`src/rtl/seg7_scan.sv`:
```
// Four-digit multiplexed 7-segment driver: latches a 16-bit hex value and blank mask on load,
// then scans the digits with active-low anode and segment drive, pulsing frame once per full scan.
module seg7_scan #(
  parameter int unsigned REFRESH_DIV = 50000
) (
  input  logic        clk,
  input  logic        rst,
  input  logic [15:0] value,
  input  logic [3:0]  blank,
  input  logic        load,
  output logic [6:0]  dsp_7seg,
  output logic [3:0]  an,
  output logic        frame
);

  localparam int unsigned CNT_W = (REFRESH_DIV > 1) ? $clog2(REFRESH_DIV) : 1;
  localparam logic [CNT_W-1:0] CNT_LAST = CNT_W'(REFRESH_DIV - 1);

  logic [15:0]      hold_v_q, hold_v_d;
  logic [3:0]       hold_b_q, hold_b_d;
  logic [CNT_W-1:0] cnt_q, cnt_d;
  logic [1:0]       idx_q, idx_d;
  logic [3:0]       an_q, an_d;
  logic [6:0]       dsp_q, dsp_d;
  logic             wrap_q, wrap_d;
  logic             frame_q, frame_d;
  logic             terminal;
  logic [3:0]       digit;

  function automatic logic [6:0] hex_decode(input logic [3:0] d);
    logic [6:0] seg;
    case (d)
      4'h0: seg = 7'b1000000;
      4'h1: seg = 7'b1111001;
      4'h2: seg = 7'b0100100;
      4'h3: seg = 7'b0110000;
      4'h4: seg = 7'b0011001;
      4'h5: seg = 7'b0010010;
      4'h6: seg = 7'b0000010;
      4'h7: seg = 7'b1111000;
      4'h8: seg = 7'b0000000;
      4'h9: seg = 7'b0011000;
      4'hA: seg = 7'b0001000;
      4'hB: seg = 7'b0000011;
      4'hC: seg = 7'b1000110;
      4'hD: seg = 7'b0100001;
      4'hE: seg = 7'b0000110;
      default: seg = 7'b0001110;
    endcase
    return seg;
  endfunction

  always_comb begin
    hold_v_d = load ? value : hold_v_q;
    hold_b_d = load ? blank : hold_b_q;

    terminal = (cnt_q == CNT_LAST);
    cnt_d    = terminal ? '0 : cnt_q + 1'b1;
    idx_d    = terminal ? idx_q + 2'd1 : idx_q;

    // Outputs track the pre-edge index and holding registers, so they lag idx by one cycle.
    digit = hold_v_q[{idx_q, 2'b00} +: 4];
    an_d  = ~(4'b0001 << idx_q);
    dsp_d = hold_b_q[idx_q] ? 7'b1111111 : hex_decode(digit);

    // frame trails the 3->0 wrap by one edge, lining up with an returning to digit 0.
    wrap_d  = terminal && (idx_q == 2'd3);
    frame_d = wrap_q;
  end

  always_ff @(posedge clk) begin
    if (rst) begin
      hold_v_q <= '0;
      hold_b_q <= '0;
      cnt_q    <= '0;
      idx_q    <= '0;
      an_q     <= 4'b1111;
      dsp_q    <= 7'b1111111;
      wrap_q   <= 1'b0;
      frame_q  <= 1'b0;
    end else begin
      hold_v_q <= hold_v_d;
      hold_b_q <= hold_b_d;
      cnt_q    <= cnt_d;
      idx_q    <= idx_d;
      an_q     <= an_d;
      dsp_q    <= dsp_d;
      wrap_q   <= wrap_d;
      frame_q  <= frame_d;
    end
  end

  assign an       = an_q;
  assign dsp_7seg = dsp_q;
  assign frame    = frame_q;

endmodule
```
`config.mk`:
```
export PLATFORM = sky130hd
export DESIGN_NAME = seg7_scan
export DESIGN_NICKNAME = d
export VERILOG_FILES = /design/src/rtl/seg7_scan.sv
export SDC_FILE = /design/constraint.sdc
export NUM_CORES = 1
export LEC_CHECK = 0
export ABC_AREA = 1
export CAP_MARGIN = 20
export CORE_ASPECT_RATIO = 0.9
export CORE_MARGIN = 5
export CORE_UTILIZATION = 24
export CTS_BUF_LIST = sky130_fd_sc_hd__clkbuf_4 sky130_fd_sc_hd__clkbuf_8
export DETAILED_ROUTE_END_ITERATION = 8
export GPL_TIMING_DRIVEN = 0
export PLACE_DENSITY_LB_ADDON = 0.05
export SLEW_MARGIN = 30
export SYNTH_ARGS = -nofsm -noshare
export SYNTH_HDL_FRONTEND = slang
export SYNTH_SLANG_ARGS = --single-unit
```
`constraint.sdc`:
```
create_clock -name clk -period 2.3 [get_ports clk]
set_input_delay 0.575 -clock clk [delete_from_list [all_inputs] [get_ports clk]]
set_output_delay 0.575 -clock clk [all_outputs]
set_load 0.1 [all_outputs]
```
==> impl_metrics.ini, run 1 <==
[outcome]
outcome = finished clean

[placement]
dp_cells = 493
dp_hpwl_um = 4460
dpl_cell_area_um2 = 2850
port_buffers = 34
finalWeightedCongestion = 0.799

[critical_path]
start_kind = register
path_class = reg -> out
cp.buffers_inverters = 1
worstSetupPathDepth = 1
critical_path.endpoint = an[2]
critical-path-top-delay-family = buffers and inverters
crit_path_max_fanout = 1
r2r_slack_ns = 0.44
arrival_ns = 1.50
crit_path_max_incr_delay_ns = 0.85
cp_cell_sequence = dlygate4sd2_1
worstRegToRegCells = 8
critPathCaptureType = primary output
reg2reg_to = dsp_7seg[3]
cp.required_ns = 1.73
crit_start = an[2]
r2r_start = idx_q[1]
slowest_stage = dlygate4sd2_1

[detailed_routing]
drc = 0
vias = 2132
vias_per_cell = 4.26
wl_per_cell_um = 12.1
drt_iter0_markers = 65
dr.pass1.iters = 4
finalWirelength_um = 6030
detail-route-antenna-nets = 0

[finish]
drive_above_1_share_pct = 6.15
nets = 407
mostFrequentLayoutCells = nand2_1 (74), nor2_1 (74), dfxtp_1 (51), nand3_1 (34), clkdlybuf4s50_1 (22)
area_growth_pct = 25.0
fillers = 1106
layout.cells.non_filler = 500
design_area_um2 = 2950
antenna_cells = 0

[global_route]
grt_start_max_net_pins = 16
grt_pass1_vias = 2046
antenna_found_initial = 0
gr-total-overflow = 0
grt_usage_pct = 10.4
grt_pass1_wl_um = 10000

[die]
die_width_um = 114
die_h_um = 104
rows = 34
io_pins = 35
core_um2 = 9610
start_util_pct = 24.5
dieArea_um2 = 11900

[timing]
layout_worst_path_cycle_share_pct = 90.1
fmax_ghz = 0.483
hold_violations = 0
setup_violations = 0
rsz0062_at_grt = false
skew_ns = 0.00710
slew_headroom_pct = 35.5
min_period_ns = 2.07
tns_ns = 0
worstMarginPinSlew_ns = 0.971
final_max_slew_viol_count = 0

[yosys]
syn_area_um2 = 2360
syn-num-nets = 366
syn_inst = 333
syn_area_per_cell_um2 = 7.08
yosysWarningCount = 0
ys_ff_latch = 51
yosysSeqAreaShare_pct = 43.3
yosys.cell_types.count = 24

[power]
finalPower_mw = 1.86
leakage_nw = 1.15
ir_worst_vdd_mv = 0.261
p_per_area_nw_per_um2 = 632

[clocking]
cts_num_sinks = 51
numCtsBuffers = 5
cts_hold_buf = 0
cts_tree = yes
clk_pin_slew_ns = 0.10
worstSkewPairLatency_ns = 0.30
clockBufferDepth = 2
root_buffer = clkbuf_8
htreeDepth = 2

[job]
cap_violations = 0

[worst_hold_path]
min_path_type = reg -> reg
[flip-flops by register name (all words and copies together), names as in the netlist]
| name | flops |
|---|---|
| hold_v_q | 16 |
| frame_d | 1 |
| idx_q | 2 |
| frame | 1 |
| dsp_7seg | 7 |
| hold_b_q | 4 |
| cnt_q | 16 |
| an | 4 |
[layer usage]
layer | track usage [%] | up-vias | part of all wire, %
met1 | 16.0 | 945 | 55
met2 | 14.1 | 42 | 39
met4 | 2.54 | 0 | 0.68
li1 | - | 1143 | -
met3 | 2.50 | 2 | 5.1
met5 | 0 | - | 0
[through the flow]
step / utilization, % / setup WS, ns / hold slack [ns]
3_3_place_gp: 29.7 / 0.178 / 0.396
2_1_floorplan: - / 0.795 / 0.388
6_report: 30.6 / 0.229 / 0.418
3_5_place_dp: 29.7 / 0.190 / 0.410
4_1_cts: 30.6 / 0.205 / 0.424
5_1_grt: 30.6 / 0.177 / 0.434
[worst min path at each step]
stage	cells past startpoint	endpoint	slack [ns]	start
2_1_floorplan	2	frame	0.39	frame_d
3_3_place_gp	2	frame	0.40	frame_d
3_5_place_dp	2	frame	0.41	frame_d
4_1_cts	2	frame	0.42	frame_d
5_1_grt	2	frame	0.43	frame_d
6_report	2	frame	0.42	frame_d
[power by group]
| part | switching [mW] | internal (mW) |
|---|---|---|
| registers | 0.0175 | 0.925 |
| logic | 0.205 | 0.0929 |
| clock network | 0.303 | 0.318 |
[kinds of logic after synthesis]
logic type	Yosys count	share of synthesized area [%]
DFF	51	43.3
adders and majority gates	10	5.31
buffers and inverters	34	6.37
xor gates and xnor gates	5	1.86
AOI/OAI and AO/OA	33	7.01
and+or+nand+nor	200	36.1
[synthesized netlist by cell type]
cell type | instances | area, µm²
buf_6 | 1 | 11.3
xnor2_1 | 2 | 17.5
nand3_1 | 34 | 170
nand2_2 | 4 | 25.0
a21oi_1 | 12 | 60.1
inv_2 | 4 | 15.0
xor2_1 | 3 | 26.3
o21ai_0 | 21 | 105
nor2_1 | 74 | 278
buf_8 | 1 | 15.0
nand4_1 | 6 | 37.5
dfxtp_1 | 51 | 1020
clkbuf_1 | 6 | 22.5
ha_1 | 10 | 125
nand3b_1 | 1 | 7.51
nor4_1 | 1 | 6.26
nand3_2 | 2 | 20.0
nor3_1 | 1 | 5.00
inv_1 | 21 | 78.8
or2_2 | 1 | 6.26
nand2_1 | 74 | 278
buf_4 | 1 | 7.51
nand2_4 | 1 | 11.3
nor2_2 | 1 | 6.26
[cell type report]
class	count	area (µm²)	share of cell area, %
buffer	9	56.3	1.91
clock buffer	5	68.8	2.34
clock inverter	2	37.5	1.27
inverter	25	93.8	3.19
multi-input combinational	248	1180	40.2
sequential	51	1020	34.7
tap	126	158	5.35
timing repair buffer	34	325	11.0
[timing repair]
item / 4_1_cts / 5_1_grt
resized for setup: 12 / 0
buffers inserted: 0 / 0
hold endpoints to repair: 0 / 0
setup endpoints to repair: 12 / 0
No activity file was read; power rests on OpenSTA's default activity.
==> run 2: changes to the inputs <==
--- a/config.mk
+++ b/config.mk
@@ -9,7 +9,7 @@
 export CAP_MARGIN = 20
 export CORE_ASPECT_RATIO = 0.9
 export CORE_MARGIN = 5
-export CORE_UTILIZATION = 24
+export CORE_UTILIZATION = 60
 export CTS_BUF_LIST = sky130_fd_sc_hd__clkbuf_4 sky130_fd_sc_hd__clkbuf_8
 export DETAILED_ROUTE_END_ITERATION = 8
 export GPL_TIMING_DRIVEN = 0
==> run 2 against run 1 <==
  * Final area decreased by 3.5%
  * Total power down 3.0%
  * Via count rose by 4.2%
  * Largest power group unchanged
  * Clock power decreased by 8.8%
  * Flip-flop and latch count stayed put
  * Count of clock-buffer cells in the layout increased by 3
  * Sequential power about the same
==> impl_metrics.ini, run 2 (synthesis results as in run 1) <==
[timing]
worstMarginPinSlew_ns = 0.969
layout_worst_path_cycle_share_pct = 89.2
slew_headroom_pct = 35.7
skew_ns = 0.00351
hold_violations = 0
tns_ns = 0
final_max_slew_viol_count = 0
rsz0062_at_grt = false
fmax_ghz = 0.487
min_period_ns = 2.05
setup_violations = 0
fin_ws_ns = 0.248

[placement]
port_buffers = 34
dp_hpwl_um = 3820
finalWeightedCongestion = 0.931
dpl_worst_slack_ns = 0.282
dpl_cell_area_um2 = 2750

[global_route]
grt_pass1_wl_um = 8850
grt_start_max_net_pins = 15
antenna_found_initial = 0
grt_pass1_vias = 2014
grt_usage_pct = 20.0
gr-total-overflow = 0

[die]
die_width_um = 76.1
dieArea_um2 = 5280
rows = 21
start_util_pct = 62.7
io_pins = 35
core_um2 = 3760
die_h_um = 69.4

[clocking]
clk_pin_slew_ns = 0.08
root_buffer = clkbuf_8
clockBufferDepth = 2
cts_num_sinks = 51
htreeDepth = 2
numCtsBuffers = 5
worstSkewPairLatency_ns = 0.30
cts_tree = yes

[detailed_routing]
vias_per_cell = 5.28
detail-route-antenna-nets = 0
drc = 0
vias = 2221
wl_per_cell_um = 12.1
drt_iter0_markers = 126
finalWirelength_um = 5100
dr.pass1.iters = 4

[critical_path]
path_class = reg -> out
critical-path-top-delay-family = buffers and inverters
start_kind = register
slowest_stage = dlygate4sd2_1
crit_path_max_incr_delay_ns = 0.85
cp.required_ns = 1.73
arrival_ns = 1.48
cp_cell_sequence = dlygate4sd2_1
r2r_slack_ns = 0.49
critPathCaptureType = primary output
crit_path_max_fanout = 1
cp.buffers_inverters = 1

[finish]
area_growth_pct = 20.7
final_core_util_pct = 75.7
antenna_cells = 0
drive_above_1_share_pct = 6.40
design_area_um2 = 2840
nets = 407
mostFrequentLayoutCells = nand2_1 (74), nor2_1 (74), dfxtp_1 (51), nand3_1 (34), clkdlybuf4s50_1 (22)

[job]
cap_violations = 0

[worst_hold_path]
min_path_type = reg -> reg

[power]
leakage_nw = 1.15
p_per_area_nw_per_um2 = 635
ir_worst_vdd_mv = 0.468
finalPower_mw = 1.81

[outcome]
outcome = finished clean
## run 2: cell count changes in the layout (fill, tap and decap cells not counted)
| cell | change |
|---|---|
| clkinvlp_4 | -1 |
| clkbuf_4 | +1 |
| bufinv_16 | -1 |
| clkbuf_8 | +2 |
## run 2: stage by stage
| step | std cells | hold WS, ns |
|---|---|---|
| after global placement | 413 | 0.391 |
| after global routing | 421 | 0.452 |
| after floorplan | 333 | 0.388 |
| final | 421 | 0.430 |
| after CTS | 421 | 0.433 |
| after detailed placement | 413 | 0.421 |
## run 2: power by group
part / internal, mW / total (mW) / leakage, nW / switching [mW]
combinational: 0.0932 / 0.296 / 0.680 / 0.202
clock: 0.287 / 0.567 / 0.0549 / 0.281
sequential: 0.925 / 0.943 / 0.419 / 0.0182
## run 2: layout make-up
cell class              count  area (µm²)
repair buffers             34         325
inverters                  25        93.8
plain buffers               9        56.3
fillers                   321         915
well taps                  46        57.6
clock buffers               8         104
flip-flops and latches     51        1020
multi-input cells         248        1180
## run 2: repair_timing
action / in CTS / in global routing
setup buffers: 0 / 0
setup endpoints to repair: 12 / 0
hold buffers: 0 / 0
gates resized for setup: 12 / 0
## run 2: routing by layer
| layer | GRT usage [%] | vias up | routed length [µm] |
|---|---|---|---|
| met4 | 7.18 | 0 | 63 |
| met5 | 0 | - | 0 |
| met3 | 4.42 | 7 | 336 |
| met2 | 29.8 | 68 | 2170 |
| li1 | - | 1140 | - |
| met1 | 28.3 | 1006 | 2530 |
## run 2: tightest hold or removal path: stages (launching register included)
cell     delay (ns)
dfxtp_1        0.30
inv_1          0.05
nor2_1         0.04
## run 2: final timing paths
check,from,to,depth (start not counted)
max reg2reg,idx_q[1],dsp_7seg[3],8
min,frame_d,frame,2
max,dsp_7seg[0],dsp_7seg[0],1
min reg2reg,frame_d,frame,2
